## src/rtl/reaction_session_ctrl.sv

```systemverilog
// Multi-round reaction-timer session controller: random pre-stimulus delay, ms-resolution
// response measurement, early-press/timeout detection, best and average tracking.
`timescale 1ns/1ps
module reaction_session_ctrl #(
    parameter int CLK_HZ   = 100_000_000,
    parameter int TICK_DIV = CLK_HZ / 1000,
    parameter int ROUNDS   = 4,
    parameter int GAP_MS   = 1000
) (
    input  logic        clk,
    input  logic        rst,
    input  logic        start_btn,
    input  logic        stop_btn,
    input  logic        clear_btn,
    input  logic [3:0]  rand_val,
    output logic        led0,
    output logic        busy,
    output logic [2:0]  round_idx,
    output logic [13:0] last_ms,
    output logic [13:0] best_ms,
    output logic [13:0] avg_ms,
    output logic        done,
    output logic        early_err
);

    localparam logic [2:0] S_IDLE   = 3'd0;
    localparam logic [2:0] S_ARM    = 3'd1;
    localparam logic [2:0] S_WAIT   = 3'd2;
    localparam logic [2:0] S_REACT  = 3'd3;
    localparam logic [2:0] S_RECORD = 3'd4;
    localparam logic [2:0] S_GAP    = 3'd5;
    localparam logic [2:0] S_DONE   = 3'd6;
    localparam logic [2:0] S_ERR    = 3'd7;

    localparam int          PW     = (TICK_DIV > 1) ? $clog2(TICK_DIV) : 1;
    localparam int          LOG2R  = $clog2(ROUNDS);
    localparam logic [13:0] MAX_MS = 14'd9999;

    logic [2:0]    state_q, state_d;
    logic [PW-1:0] presc_q, presc_d;
    logic [13:0]   cnt_q, cnt_d;      // WAIT delay and GAP pause share this down-counter
    logic [13:0]   react_q, react_d;
    logic [2:0]    round_q, round_d;
    logic [13:0]   last_q, last_d;
    logic [13:0]   best_q, best_d;
    logic [13:0]   avg_q, avg_d;
    logic [16:0]   acc_q, acc_d;

    logic        tick;
    logic        clear_results;
    logic        timing_state;
    logic [16:0] acc_sum;

    assign tick         = (presc_q == PW'(TICK_DIV - 1));
    assign timing_state = (state_q == S_WAIT) || (state_q == S_REACT) || (state_q == S_GAP);
    assign acc_sum      = acc_q + {3'b000, react_q};

    always_comb begin
        state_d       = state_q;
        cnt_d         = cnt_q;
        react_d       = react_q;
        round_d       = round_q;
        last_d        = last_q;
        best_d        = best_q;
        avg_d         = avg_q;
        acc_d         = acc_q;
        clear_results = 1'b0;

        case (state_q)
            S_IDLE, S_DONE, S_ERR: begin
                if (start_btn) begin
                    state_d       = S_ARM;
                    clear_results = 1'b1;
                end
            end
            S_ARM: begin
                cnt_d   = (14'(rand_val) + 14'd2) * 14'd250;
                state_d = S_WAIT;
            end
            S_WAIT: begin
                if (stop_btn) begin
                    state_d = S_ERR;
                end else if (tick) begin
                    cnt_d = cnt_q - 14'd1;
                    if (cnt_q <= 14'd1) begin
                        state_d = S_REACT;
                        react_d = '0;
                    end
                end
            end
            S_REACT: begin
                // A stop in the same cycle as a tick latches the un-incremented count
                if (stop_btn || (react_q == MAX_MS)) begin
                    state_d = S_RECORD;
                end else if (tick) begin
                    react_d = react_q + 14'd1;
                end
            end
            S_RECORD: begin
                last_d = react_q;
                if (react_q < best_q) begin
                    best_d = react_q;
                end
                acc_d = acc_sum;
                if (round_q == 3'(ROUNDS - 1)) begin
                    avg_d   = 14'(acc_sum >> LOG2R);
                    state_d = S_DONE;
                end else begin
                    round_d = round_q + 3'd1;
                    cnt_d   = 14'(GAP_MS);
                    state_d = S_GAP;
                end
            end
            S_GAP: begin
                if (tick) begin
                    cnt_d = cnt_q - 14'd1;
                    if (cnt_q <= 14'd1) begin
                        state_d = S_ARM;
                    end
                end
            end
            default: state_d = S_IDLE;
        endcase

        if (clear_btn) begin
            state_d       = S_IDLE;
            clear_results = 1'b1;
        end

        if (clear_results) begin
            round_d = '0;
            last_d  = '0;
            avg_d   = '0;
            acc_d   = '0;
            best_d  = MAX_MS;
        end

        // Prescaler restarts on every state change so each timed state sees a full first tick
        if ((state_d != state_q) || !timing_state || tick) begin
            presc_d = '0;
        end else begin
            presc_d = presc_q + PW'(1);
        end
    end

    always_ff @(posedge clk or posedge rst) begin
        if (rst) begin
            state_q <= S_IDLE;
            presc_q <= '0;
            cnt_q   <= '0;
            react_q <= '0;
            round_q <= '0;
            last_q  <= '0;
            best_q  <= MAX_MS;
            avg_q   <= '0;
            acc_q   <= '0;
        end else begin
            state_q <= state_d;
            presc_q <= presc_d;
            cnt_q   <= cnt_d;
            react_q <= react_d;
            round_q <= round_d;
            last_q  <= last_d;
            best_q  <= best_d;
            avg_q   <= avg_d;
            acc_q   <= acc_d;
        end
    end

    assign led0      = (state_q == S_REACT);
    assign done      = (state_q == S_DONE);
    assign early_err = (state_q == S_ERR);
    assign busy      = (state_q == S_ARM) || (state_q == S_WAIT) || (state_q == S_REACT) ||
                       (state_q == S_RECORD) || (state_q == S_GAP);
    assign round_idx = round_q;
    assign last_ms   = last_q;
    assign best_ms   = best_q;
    assign avg_ms    = avg_q;

endmodule

```

## config.mk

```make
export PLATFORM = sky130hd
export DESIGN_NAME = reaction_session_ctrl
export DESIGN_NICKNAME = d
export VERILOG_FILES = /design/src/rtl/reaction_session_ctrl.sv
export SDC_FILE = /design/constraint.sdc
export NUM_CORES = 1
export LEC_CHECK = 0
export BUFFER_PORTS_ARGS = -buffer_cell sky130_fd_sc_hd__buf_2
export CAP_MARGIN = 5
export CORE_MARGIN = 1.5
export CORE_UTILIZATION = 55
export CTS_CLUSTER_DIAMETER = 200
export CTS_CLUSTER_SIZE = 16
export DETAILED_ROUTE_END_ITERATION = 10
export PLACE_DENSITY = 0.83
export RECOVER_POWER = 25
export REMOVE_ABC_BUFFERS = 1
export SKIP_CTS_REPAIR_TIMING = 1
export SKIP_LAST_GASP = 1
export SYNTH_ARGS = -nofsm -noshare
export SYNTH_HDL_FRONTEND = slang
export SYNTH_SLANG_ARGS = --single-unit
```

## constraint.sdc

```tcl
create_clock -name clk -period 8.2 [get_ports clk]
set_input_delay 1.64 -clock clk [delete_from_list [all_inputs] [get_ports clk]]
set_output_delay 1.64 -clock clk [all_outputs]
set_load 0.02 [all_outputs]
```

==> reports/metrics.csv, run 1 <==
stage;metric;value;unit
sta;Pins Over Slew Limit;134;
sta;Peak Freq;196.5;MHz
layout;# fillers;1083;
route;First DRT Iteration DRCs;634;
critical_path;Worst Setup End Kind;flop;
synth;Most used DFF post-synth;dfrtp_1;
critical_path;reg2reg start;state_q[1]$_DFF_PP0_;
sta;final worst path period need;5.090;ns
place;RePlAce Congestion;0.8276;
layout;synth-to-layout area growth;9.170;%
worst_hold_path;Hold Crit Endpoint;presc_q[0]$_DFF_PP0_;
die;Core ar.;12670;um2
route;DRC viols;0;
status;violated checks;max-capacitance violations, max-slew violations;
synth;Yosys Warn Count;0;
cts;Num CTS Buffers;9;
cts;CTS Buffer Depth;2;
power;Internal Power;1.156;mW
critical_path;Crit Path Category;in -> reg;
power;Switching Fraction;41.42;%
sta;setup TNS;0;ns
critical_path;CP required;8.45;ns
place;Final HPWL DP;10.96;mm
sta;RSZ-0062 raised after global routing;no;
power;peak supply drop;0.1238;mV
worst_hold_path;Worst Hold Launch;presc_q[0]$_DFF_PP0_;
die;IO Pins;58;
synth;Synth async-reset ratio;100.0;%
cts;clk_lat worst skew;0.35;ns
route;DR vias/cell;5.874;
critical_path;crit path DAT;5.34;ns
power;Reg power frac;35.6;%
power;Leak;3.644;nW
critical_path;CP max FO;9;
die;Die Ht;117.3;um
status;status;complete, but fails checks;
cts;Clock transition at path regs;0.07;ns
layout;post-route cell area;7850;um2
die;Initial Util;56.75;%
sta;relative slew slack;-74.22;%
power;Cell Pwr Density;251.4;nW/um2
route;WL/cell;15.65;um
layout;Nets;912;
cts;Sink Count;109;
global_route;vias in the first global route;5585;
synth;post-synthesis sequential area ratio;38.07;%
global_route;GRT Total Usage;23.40;%
place;Buffers on Ports;57;
cts;H-tree levels;3;
synth;top-area cell type share of the netlist area;35.15;%
die;Die Wd;117.3;um
route;drt total wl;15.85;mm
critical_path;CP startpoint kind;primary input;
sta;final setup violation count;0;
synth;count leader, synth;nand2_1;
synth;ranking of synthesized cells by area;dfrtp_1, ha_1, nand2_1;
critical_path;R2R depth;7;
route;number of iterations in the first detailed-routing pass;5;
synth;Synth area leader;dfrtp_1;
die;die area;13770;um2
route;Final ANT Viol Nets;0;
critical_path;worst reg-to-reg setup slack;4.40;ns
synth;number of synthesized register bits;109;
synth;Syn Area/Cell;8.955;um2
sta;Final Hold Fails;0;
synth;Synth Instances;803;
cts;CTS Root Cell;clkbuf_16;
route;total number of vias;5950;
critical_path;Reg-to-Reg End;acc_q[13]$_DFFE_PP0P_;
cts;CTS tree;built;
synth;Cell variety after synth;71;
worst_hold_path;HP Class;reg -> reg;
sta;worst clock skew;0.005807;ns
sta;Worst-Margin Slew;2.613;ns
layout;diodes inserted;0;
global_route;largest net degree at the start of global routing;70;
power;combinational fraction of design power;41.5;%
power;Clock Power Share;22.9;%
power;NetSw;817.5;uW
global_route;first-pass GRT wire length;26.66;mm
global_route;initial antenna violation count;0;
synth;synth cell count leaders;nand2_1, dfrtp_1, nor2_1;
job;max_cap viols;3;
global_route;grt ovf;0;
sta;final worst path period share;62.07;%
layout;layout cell share with drive strength beyond 1;12.01;%
synth;Post-synth EDFFs;0;
die;# rows;41;
place;Placed Area;7561;um2
worst_hold_path;hold path cells;1;
synth;post-synthesis cell area;7191;um2
## cell usage in the layout, fill, tap and decap left out, types with 4 or more instances in the layout
cell type,instances
nand3_1,32
a22oi_1,4
a31oi_1,10
nand2b_1,5
xnor2_1,23
nor2_1,65
a21oi_1,53
o21ai_1,14
clkbuf_1,5
mux2i_1,8
or3_1,6
or4_1,7
nand2_1,106
xor2_1,21
clkbuf_16,9
fa_1,11
a211oi_1,9
ha_1,56
a21o_1,9
a211o_1,10
nor4_1,8
nand4_1,18
buf_2,55
and4_1,4
and3_1,18
o21a_1,6
dfrtp_1,101
o211ai_1,6
nor3_1,16
dfstp_2,8
inv_1,44
and2_1,4
o21ai_0,18
## flip-flops by register name, summed over array words and instances, names as in the netlist
| register | cells |
|---|---|
| state_q | 3 |
| cnt_q | 14 |
| presc_q | 17 |
| round_idx | 3 |
| react_q | 14 |
| acc_q | 16 |
| best_ms | 14 |
| last_ms | 14 |
| avg_ms | 14 |
## per-stage QoR
step                      cells  power [mW]  hold WS, ns  setup slack [ns]  util [%]
after CTS                  1013       1.975       0.4955             3.084     62.10
after floorplan             763       1.292       0.4552             3.257         -
after detailed placement    997       1.515       0.4855             2.735     59.67
final                      1013       1.973       0.4845             3.110     61.95
after global placement      997       1.493       0.4729             2.857     59.67
after global routing       1013       2.101       0.5093             2.830     61.95
## cell type report
| class | instances | area, um2 | area share [%] |
|---|---|---|---|
| Timing Repair Buffer | 62 | 312.8 | 3.985 |
| Sequential cell | 109 | 2738 | 34.87 |
| Multi-Input combinational cell | 608 | 4103 | 52.26 |
| Clock inverter | 6 | 78.83 | 1.004 |
| Clock buffer | 10 | 229.0 | 2.917 |
| Inverter | 46 | 173.9 | 2.215 |
| Tap cell | 172 | 215.2 | 2.741 |
## cells by family (layout without fill, tap and decap cells)
kind of cell / Yosys count / in the layout / synth area share [%]
and+or+nand+nor: 313 / 313 / 21.56
AOI/OAI and AO/OA: 174 / 174 / 15.85
DFF: 109 / 109 / 38.07
buffers and inverters: 86 / 124 / 4.924
adders and majority gates: 67 / 67 / 12.81
xor gates and xnor gates: 44 / 44 / 5.359
muxes: 10 / 10 / 1.427
## worst max-delay path by stage
stage / start / endpoint / cells past startpoint
after floorplan: rand_val[1] / cnt_q[11]$_DFFE_PP0P_ / 12
after global placement: rand_val[1] / cnt_q[11]$_DFFE_PP0P_ / 13
after detailed placement: rand_val[1] / cnt_q[11]$_DFFE_PP0P_ / 13
after CTS: rand_val[1] / cnt_q[11]$_DFFE_PP0P_ / 13
after global routing: rand_val[1] / cnt_q[11]$_DFFE_PP0P_ / 13
final: rand_val[1] / cnt_q[11]$_DFFE_PP0P_ / 13
## power by group through the flow
stage                     logic [mW]  registers [mW]  clock network, mW
after global placement         0.787           0.706                  0
after CTS                      0.816           0.701              0.458
after detailed placement       0.805           0.709                  0
after floorplan                0.573           0.719                  0
after global routing           0.905           0.715              0.481
final                          0.819           0.703              0.452
## layer usage
layer / track usage (%) / up-vias / routed length (um)
met5: 0 / - / 0
met4: 8.642 / 0 / 274
met3: 3.405 / 23 / 680
met2: 38.90 / 154 / 7692
met1: 31.14 / 2843 / 7201
li1: - / 2930 / -
## worst max-delay path: stages
cell      delay [ns]
buf_2           0.22
ha_1            0.21
xor2_1          0.51
fa_1            0.57
fa_1            0.52
inv_1           0.05
fa_1            0.45
ha_1            0.39
nand4_1         0.12
nand4_1         0.08
o311ai_0        0.15
xor2_1          0.17
o311ai_1        0.26
(Power assumes the default switching activity.)
==> inputs of run 2 (changes only) <==
ABC_AREA = 1   (was default)
clock period = 5.3 ns   (was 8.2 ns; I/O delays follow)
==> reports/metrics.csv, run 2 <==
stage;metric;value;unit;change
status;status;complete, but fails checks;;unchanged
status;violated checks;max-capacitance violations, max-slew violations;;unchanged
critical_path;Reg-to-Reg End;acc_q[5]$_DFFE_PP0P_;;was acc_q[13]$_DFFE_PP0P_
global_route;GRT Total Usage;24.39;%;was 23.40%
synth;Cell variety after synth;50;;was 71
route;total number of vias;6358;;was 5950
layout;synth-to-layout area growth;9.772;%;was 9.170%
power;peak supply drop;0.3164;mV;was 0.1238 mV
cts;CTS Buffer Depth;2;;unchanged
layout;max FFs per register;17;;unchanged
worst_hold_path;Worst Hold Launch;last_ms[5]$_DFFE_PP0P_;;was presc_q[0]$_DFF_PP0_
synth;number of synthesized register bits;109;;unchanged
cts;CTS tree;built;;unchanged
synth;area share of and/or/nand/nor cells after synthesis;23.56;%;was 21.56%
layout;diodes inserted;0;;unchanged
layout;final core utilization;62.42;%;was 61.95%
synth;Syn Area/Cell;7.721;um2;was 8.955 um2
layout;commonest non-fill, non-tap cell in the layout;nand2_1;;unchanged
place;Placed Area;7654;um2;was 7561 um2
route;number of iterations in the first detailed-routing pass;5;;unchanged
route;drt total wl;16.09;mm;was 15.85 mm
cts;clk_lat worst skew;0.36;ns;was 0.35 ns
route;WL met1;7.596;mm;was 7.201 mm
critical_path;CP max FO;7;;was 9
place;Buffers on Ports;57;;unchanged
synth;synth cell count leaders;nand2_1, inv_1, dfrtp_1;;was nand2_1, dfrtp_1, nor2_1
sta;RSZ-0062 raised after global routing;no;;unchanged
critical_path;Crit Path Category;in -> reg;;unchanged
global_route;initial antenna violation count;0;;unchanged
layout;post-route cell area;7941;um2;was 7850 um2
route;DR top layer;met4;;unchanged
cts;Clock transition at path regs;0.08;ns;was 0.07 ns
route;First DRT Iteration DRCs;540;;was 634
synth;Synth area leader;dfrtp_1;;unchanged
synth;xor/xnor cell area share of the yosys netlist;3.269;%;was 5.359%
synth;top-area cell type share of the netlist area;34.94;%;was 35.15%
place;Post-Place Cells;1149;;was 997
sta;Pins Over Slew Limit;80;;was 134
sta;final setup violation count;0;;unchanged
critical_path;worst reg-to-reg setup slack;2.41;ns;was 4.40 ns
die;Initial Util;56.86;%;was 56.75%
power;Leak;4.012;nW;was 3.644 nW
synth;Most used DFF post-synth;dfrtp_1;;unchanged
global_route;grt ovf;0;;unchanged
die;die area;13850;um2;was 13770 um2
sta;Fin Hold WS;0.4750;ns;was 0.4845 ns
sta;Worst-Margin Slew;3.360;ns;was 2.613 ns
sta;setup TNS;0;ns;unchanged
layout;commonest non-fill, non-tap cells in the layout;nand2_1, inv_1, dfrtp_1;;was nand2_1, dfrtp_1, nor2_1
sta;Final Hold Fails;0;;unchanged
synth;Adder-Cell Fraction of Synth Area;12.73;%;was 12.81%
critical_path;crit path DAT;4.56;ns;was 5.34 ns
global_route;first-pass GRT wire length;27.97;mm;was 26.66 mm
die;# rows;41;;unchanged
synth;mux share of post-synthesis cell area;0.1557;%;was 1.427%
cts;Num CTS Buffers;9;;unchanged
die;Die Ht;117.7;um;was 117.3 um
sta;Peak Freq;233.7;MHz;
synth;Synth Instances;937;;was 803
route;WL/cell;13.81;um;was 15.65 um
layout;Nets;1064;;was 912
route;Final ANT Viol Nets;0;;unchanged
critical_path;critical-path cell list;buf_2 -> ha_1 -> xnor2_1 -> inv_1 -> fa_1 -> fa_1 -> inv_1 -> fa_1 -> ha_1 -> a21oi_1 -> nand2_1 -> nand4_1 -> nand2_1 -> xor2_1 -> nand2_1 -> a22oi_1;;was buf_2 -> ha_1 -> xor2_1 -> fa_1 -> fa_1 -> inv_1 -> fa_1 -> ha_1 -> nand4_1 -> nand4_1 -> o311ai_0 -> xor2_1 -> o311ai_1
synth;count leader, synth;nand2_1;;unchanged
synth;post-synthesis cell area;7234;um2;was 7191 um2
sta;final worst path period share;80.74;%;
critical_path;CP required;5.58;ns;was 8.45 ns
die;IO Pins;58;;unchanged
route;DR vias/cell;5.458;;was 5.874
critical_path;CP top delay family;adder cells;;unchanged
critical_path;R2R depth;8;;was 7
route;met3 routed WL;977;um;was 680 um
die;Die Wd;117.7;um;was 117.3 um
worst_hold_path;Hold Crit Endpoint;last_ms[5]$_DFFE_PP0P_;;was presc_q[0]$_DFF_PP0_
layout;Non-Filler Instances;1165;;was 1013
cts;Sink Count;109;;unchanged
critical_path;reg2reg start;state_q[0]$_DFF_PP0_;;was state_q[1]$_DFF_PP0_
critical_path;CP startpoint kind;primary input;;unchanged
power;Cell Pwr Density;372.8;nW/um2;was 251.4 nW/um2
sta;relative slew slack;-125.2;%;was -74.22%
layout;Top reg by flops;presc_q;;unchanged
critical_path;Buffers & Inverters on Critical Path;3;;was 2
synth;ranking of synthesized cells by area;dfrtp_1, nand2_1, ha_1;;was dfrtp_1, ha_1, nand2_1
layout;layout cell share with drive strength beyond 1;11.88;%;was 12.01%
global_route;vias in the first global route;6075;;was 5585
job;max_cap viols;1;;was 3
layout;top flop regs;presc_q x17, acc_q x16;;unchanged
worst_hold_path;HP Class;reg -> reg;;unchanged
cts;H-tree levels;3;;unchanged
sta;final worst path period need;4.279;ns;
route;DRC viols;0;;unchanged
critical_path;max incr delay on CP;0.53;ns;was 0.57 ns
critical_path;Crit path depth;16;;was 13
cts;CTS Root Cell;clkbuf_16;;unchanged
synth;largest family of logic cells by synthesized area;simple AND/OR/NAND/NOR gates;;unchanged
synth;Compound-Gate Fraction of Synth Area;14.65;%;was 15.85%
sta;worst clock skew;0.008059;ns;was 0.005807 ns
synth;Synth async-reset ratio;100.0;%;unchanged
synth;post-synthesis sequential area ratio;37.84;%;was 38.07%
place;RePlAce Congestion;0.9700;;was 0.8276
die;Core ar.;12720;um2;was 12670 um2
critical_path;Worst Setup End Kind;flop;;unchanged
worst_hold_path;hold path cells;2;;was 1
synth;Yosys Warn Count;0;;unchanged
critical_path;Slowest cell on crit path;fa_1;;unchanged
layout;# fillers;1142;;was 1083
synth;Post-synth EDFFs;0;;unchanged
place;Final HPWL DP;11.71;mm;was 10.96 mm
route;met2 routed WL;7.307;mm;was 7.692 mm
global_route;largest net degree at the start of global routing;80;;was 70
## run 2: cell types whose count changed in the layout (fill, tap and decap cells not counted), sizes merged, moves of 9 or more
cell   change
a211o     -10
and3      -17
inv       +79
nand2    +119
nand3      +9
nor2      +28
nor3      -10
o21ai     +69
xnor2     -17
## run 2: cells by family (layout without fill, tap and decap cells)
family / after synthesis / in the layout
DFF: 109 / 109
AOI/OAI and AO/OA: 192 / 192
xor gates and xnor gates: 27 / 27
buffers and inverters: 143 / 199
muxes: 1 / 1
and+or+nand+nor: 398 / 398
adders and majority gates: 67 / 67
## run 2: where the power goes
| part | switching [mW] | internal (mW) | leakage [nW] | total, mW |
|---|---|---|---|---|
| Sequential | 0.130 | 0.976 | 1.46 | 1.11 |
| Clock | 0.336 | 0.331 | 0.143 | 0.667 |
| Combinational | 0.806 | 0.381 | 2.40 | 1.19 |
## run 2: worst max path at each step
stage           startpoint               endpoint  slack [ns]
6_report       rand_val[1]  cnt_q[12]$_DFFE_PP0P_        1.02
5_1_grt        rand_val[1]  cnt_q[12]$_DFFE_PP0P_        0.69
4_1_cts        rand_val[1]  cnt_q[12]$_DFFE_PP0P_        0.98
3_5_place_dp   rand_val[1]  cnt_q[12]$_DFFE_PP0P_        0.61
3_3_place_gp   rand_val[1]  cnt_q[12]$_DFFE_PP0P_        0.73
2_1_floorplan  rand_val[1]  cnt_q[12]$_DFFE_PP0P_        1.06
## run 2: cell type report
type	instances	area, um2	area share [%]
repair buffers	59	300.3	3.781
flip-flops and latches	109	2738	34.47
clock buffers	9	225.2	2.836
multi-input cells	685	3933	49.52
inverters	124	466.7	5.877
clock inverters	7	63.81	0.8035
well taps	172	215.2	2.710
## run 2: per-stage QoR
step,setup slack (ns),power [mW]
2_1_floorplan,1.055,1.970
3_3_place_gp,0.7306,2.250
6_report,1.021,2.961
5_1_grt,0.6856,3.181
3_5_place_dp,0.6082,2.281
4_1_cts,0.9781,2.961
## run 2: worst reg2reg max path, cell delays in order (launching register included)
cell     delay (ns)
dfrtp_1        0.63
o21ai_0        0.21
nand2_1        0.21
inv_2          0.08
a21oi_4        0.35
inv_2          0.32
nor2_2         0.46
buf_4          0.36
o21ai_0        0.15
## run 2: layer usage
| metal | up-vias | track usage (%) |
|---|---|---|
| li1 | 3175 | - |
| met1 | 2986 | 34.43 |
| met2 | 176 | 38.30 |
| met3 | 21 | 4.845 |
| met4 | 0 | 7.012 |
| met5 | - | 0 |
==> inputs of run 3 (changes only) <==
PLACE_DENSITY = 0.86   (was 0.83)
clock period = 3.5 ns   (was 5.3 ns; I/O delays follow)
==> reports/metrics.csv, run 3 (synthesis gave the netlist of run 2 again) <==
stage;metric;value;unit;change
status;status;complete, but fails checks;;unchanged
status;violated checks;max-capacitance violations, max-slew violations;;unchanged
cts;Num CTS Buffers;9;;unchanged
power;Clock Power Share;22.5;%;about the same
die;Initial Util;56.86;%;unchanged
route;Final ANT Viol Nets;0;;unchanged
place;Buffers on Ports;57;;unchanged
critical_path;Reg-to-Reg End;acc_q[15]$_DFFE_PP0P_;;was acc_q[5]$_DFFE_PP0P_
critical_path;CP most frequent cell;fa_1;;
route;DR vias/cell;5.444;;was 5.458
sta;RSZ-0062 raised after global routing;yes;;was no
place;RePlAce Congestion;0.9049;;was 0.9700
place;Placed Area;7786;um2;was 7654 um2
critical_path;worst reg-to-reg setup slack;0.81;ns;was 2.41 ns
global_route;largest net degree at the start of global routing;61;;was 80
critical_path;CP max FO;3;;was 7
sta;Fin Hold WS;0.4701;ns;was 0.4750 ns
sta;relative slew slack;-45.59;%;was -125.2%
die;Die Ht;117.7;um;unchanged
route;total number of vias;6429;;was 6358
layout;post-route cell area;8179;um2;was 7941 um2
power;peak supply drop;0.4238;mV;was 0.3164 mV
power;final total power;4.668;mW;was 2.961 mW
critical_path;max incr delay on CP;0.52;ns;was 0.53 ns
route;First DRT Iteration DRCs;450;;was 540
die;die area;13850;um2;unchanged
global_route;grt ovf;0;;unchanged
power;Cell Pwr Density;570.8;nW/um2;was 372.8 nW/um2
layout;commonest non-fill, non-tap cell in the layout;nand2_1;;unchanged
die;Die Wd;117.7;um;unchanged
route;drt total wl;16.43;mm;was 16.09 mm
sta;final worst path period share;97.12;%;
critical_path;CP top delay family;adder cells;;unchanged
sta;Worst-Margin Slew;2.181;ns;was 3.360 ns
layout;synth-to-layout area growth;13.06;%;was 9.772%
sta;final setup violation count;0;;unchanged
job;max_cap viols;1;;unchanged
cts;CTS Root Cell;clkbuf_16;;unchanged
critical_path;crit path DAT;3.68;ns;was 4.56 ns
layout;max FFs per register;17;;unchanged
critical_path;CP startpoint kind;primary input;;unchanged
power;Reg power frac;35.7;%;was 37.4%
cts;CTS Buffer Depth;2;;unchanged
layout;layout cell share with drive strength beyond 1;14.37;%;was 11.88%
die;Core ar.;12720;um2;unchanged
critical_path;Worst Setup End Kind;flop;;unchanged
critical_path;critical-path cell list;buf_8 -> ha_4 -> xnor2_4 -> inv_2 -> fa_1 -> fa_1 -> inv_1 -> fa_1 -> ha_4 -> a21oi_2 -> nand2_2 -> nand4_1 -> nand2_1 -> xor2_1 -> nand2_1 -> a22oi_1;;was buf_2 -> ha_1 -> xnor2_1 -> inv_1 -> fa_1 -> fa_1 -> inv_1 -> fa_1 -> ha_1 -> a21oi_1 -> nand2_1 -> nand4_1 -> nand2_1 -> xor2_1 -> nand2_1 -> a22oi_1
sta;setup TNS;0;ns;unchanged
route;DRC viols;0;;unchanged
layout;Non-Filler Instances;1181;;was 1165
place;Final HPWL DP;12.04;mm;was 11.71 mm
layout;Nets;1080;;was 1064
sta;Pins Over Slew Limit;61;;was 80
sta;final worst path period need;3.399;ns;
worst_hold_path;HP Class;reg -> reg;;unchanged
sta;worst clock skew;0.006993;ns;was 0.008059 ns
critical_path;Crit path depth;16;;unchanged
cts;H-tree levels;3;;unchanged
critical_path;R2R depth;10;;was 8
place;Setup WS pre-CTS;-0.5470;ns;was 0.6082 ns
route;number of iterations in the first detailed-routing pass;5;;unchanged
critical_path;Crit Path Category;in -> reg;;unchanged
critical_path;Critical path origin;rand_val[1];;unchanged
power;Leak;4.118;nW;was 4.012 nW
critical_path;reg2reg start;state_q[0]$_DFF_PP0_;;unchanged
power;combinational fraction of design power;41.8;%;was 40.1%
cts;CTS tree;built;;unchanged
critical_path;Critical Path Sink;cnt_q[12]$_DFFE_PP0P_;;unchanged
critical_path;CP required;3.78;ns;was 5.58 ns
layout;top flop regs;presc_q x17, acc_q x16;;unchanged
sta;Final WS setup;0.1007;ns;was 1.021 ns
power;Internal Power;2.735;mW;was 1.688 mW
critical_path;Buffers & Inverters on Critical Path;3;;unchanged
layout;diodes inserted;0;;unchanged
power;NetSw;1.934;mW;was 1.272 mW
layout;final core utilization;64.29;%;was 62.42%
cts;Clock transition at path regs;0.07;ns;was 0.08 ns
cts;clk_lat worst skew;0.36;ns;about the same
power;Switching Fraction;41.42;%;was 42.97%
critical_path;Slowest cell on crit path;fa_1;;unchanged
global_route;initial antenna violation count;0;;unchanged
global_route;vias in the first global route;6034;;was 6075
global_route;GRT Total Usage;24.52;%;was 24.39%
sta;Peak Freq;294.2;MHz;
layout;commonest non-fill, non-tap cells in the layout;nand2_1, inv_1, dfrtp_1;;unchanged
layout;Top reg by flops;presc_q;;unchanged
layout;# fillers;1084;;was 1142
die;# rows;41;;unchanged
place;Post-Place Cells;1165;;was 1149
cts;Sink Count;109;;unchanged
route;WL/cell;13.91;um;was 13.81 um
die;IO Pins;58;;unchanged
global_route;first-pass GRT wire length;28.06;mm;was 27.97 mm
sta;Final Hold Fails;0;;unchanged
-- run 3: worst min-delay path, cell delays in order (launching register included) --
cell     delay, ns
dfrtp_1       0.34
nand2_1       0.05
nand2_1       0.04
-- run 3: layer usage --
| layer | part of all wire, % | up-vias | track usage [%] | wire (um) |
|---|---|---|---|---|
| li1 | - | 3207 | - | - |
| met1 | 45 | 2981 | 34.03 | 7356 |
| met2 | 46 | 218 | 38.74 | 7589 |
| met3 | 7.4 | 23 | 5.572 | 1212 |
| met4 | 1.6 | 0 | 6.860 | 266 |
| met5 | 0 | - | 0 | 0 |
-- run 3: layout make-up --
type                            count  area (um2)  area share, %
Clock buffer                       10       239.0          2.922
Clock inverter                      6       61.31         0.7496
Inverter                          124       465.4          5.691
Multi-Input combinational cell    685        4020          49.15
Sequential cell                   109        2738          33.47
Tap cell                          172       215.2          2.631
Timing Repair Buffer               75       440.4          5.385
-- run 3: worst min path at each step --
stage                             from  slack [ns]                      end  depth (start not counted)
6_report       last_ms[11]$_DFFE_PP0P_        0.47  last_ms[11]$_DFFE_PP0P_                          2
5_1_grt         avg_ms[12]$_DFFE_PP0P_        0.50   avg_ms[12]$_DFFE_PP0P_                          2
4_1_cts           presc_q[0]$_DFF_PP0_        0.47     presc_q[0]$_DFF_PP0_                          1
3_5_place_dp   last_ms[11]$_DFFE_PP0P_        0.45  last_ms[11]$_DFFE_PP0P_                          2
3_3_place_gp   last_ms[11]$_DFFE_PP0P_        0.45  last_ms[11]$_DFFE_PP0P_                          2
2_1_floorplan     presc_q[0]$_DFF_PP0_        0.43     presc_q[0]$_DFF_PP0_                          1
-- run 3: power groups by stage --
| stage | clock network, mW | registers (mW) | logic, mW |
|---|---|---|---|
| floorplan | 0 | 1.73 | 1.25 |
| detailed placement | 0 | 1.69 | 1.84 |
| finish | 1.05 | 1.67 | 1.95 |
| global route | 1.12 | 1.70 | 2.19 |
| global placement | 0 | 1.68 | 1.79 |
| CTS | 1.06 | 1.66 | 1.86 |
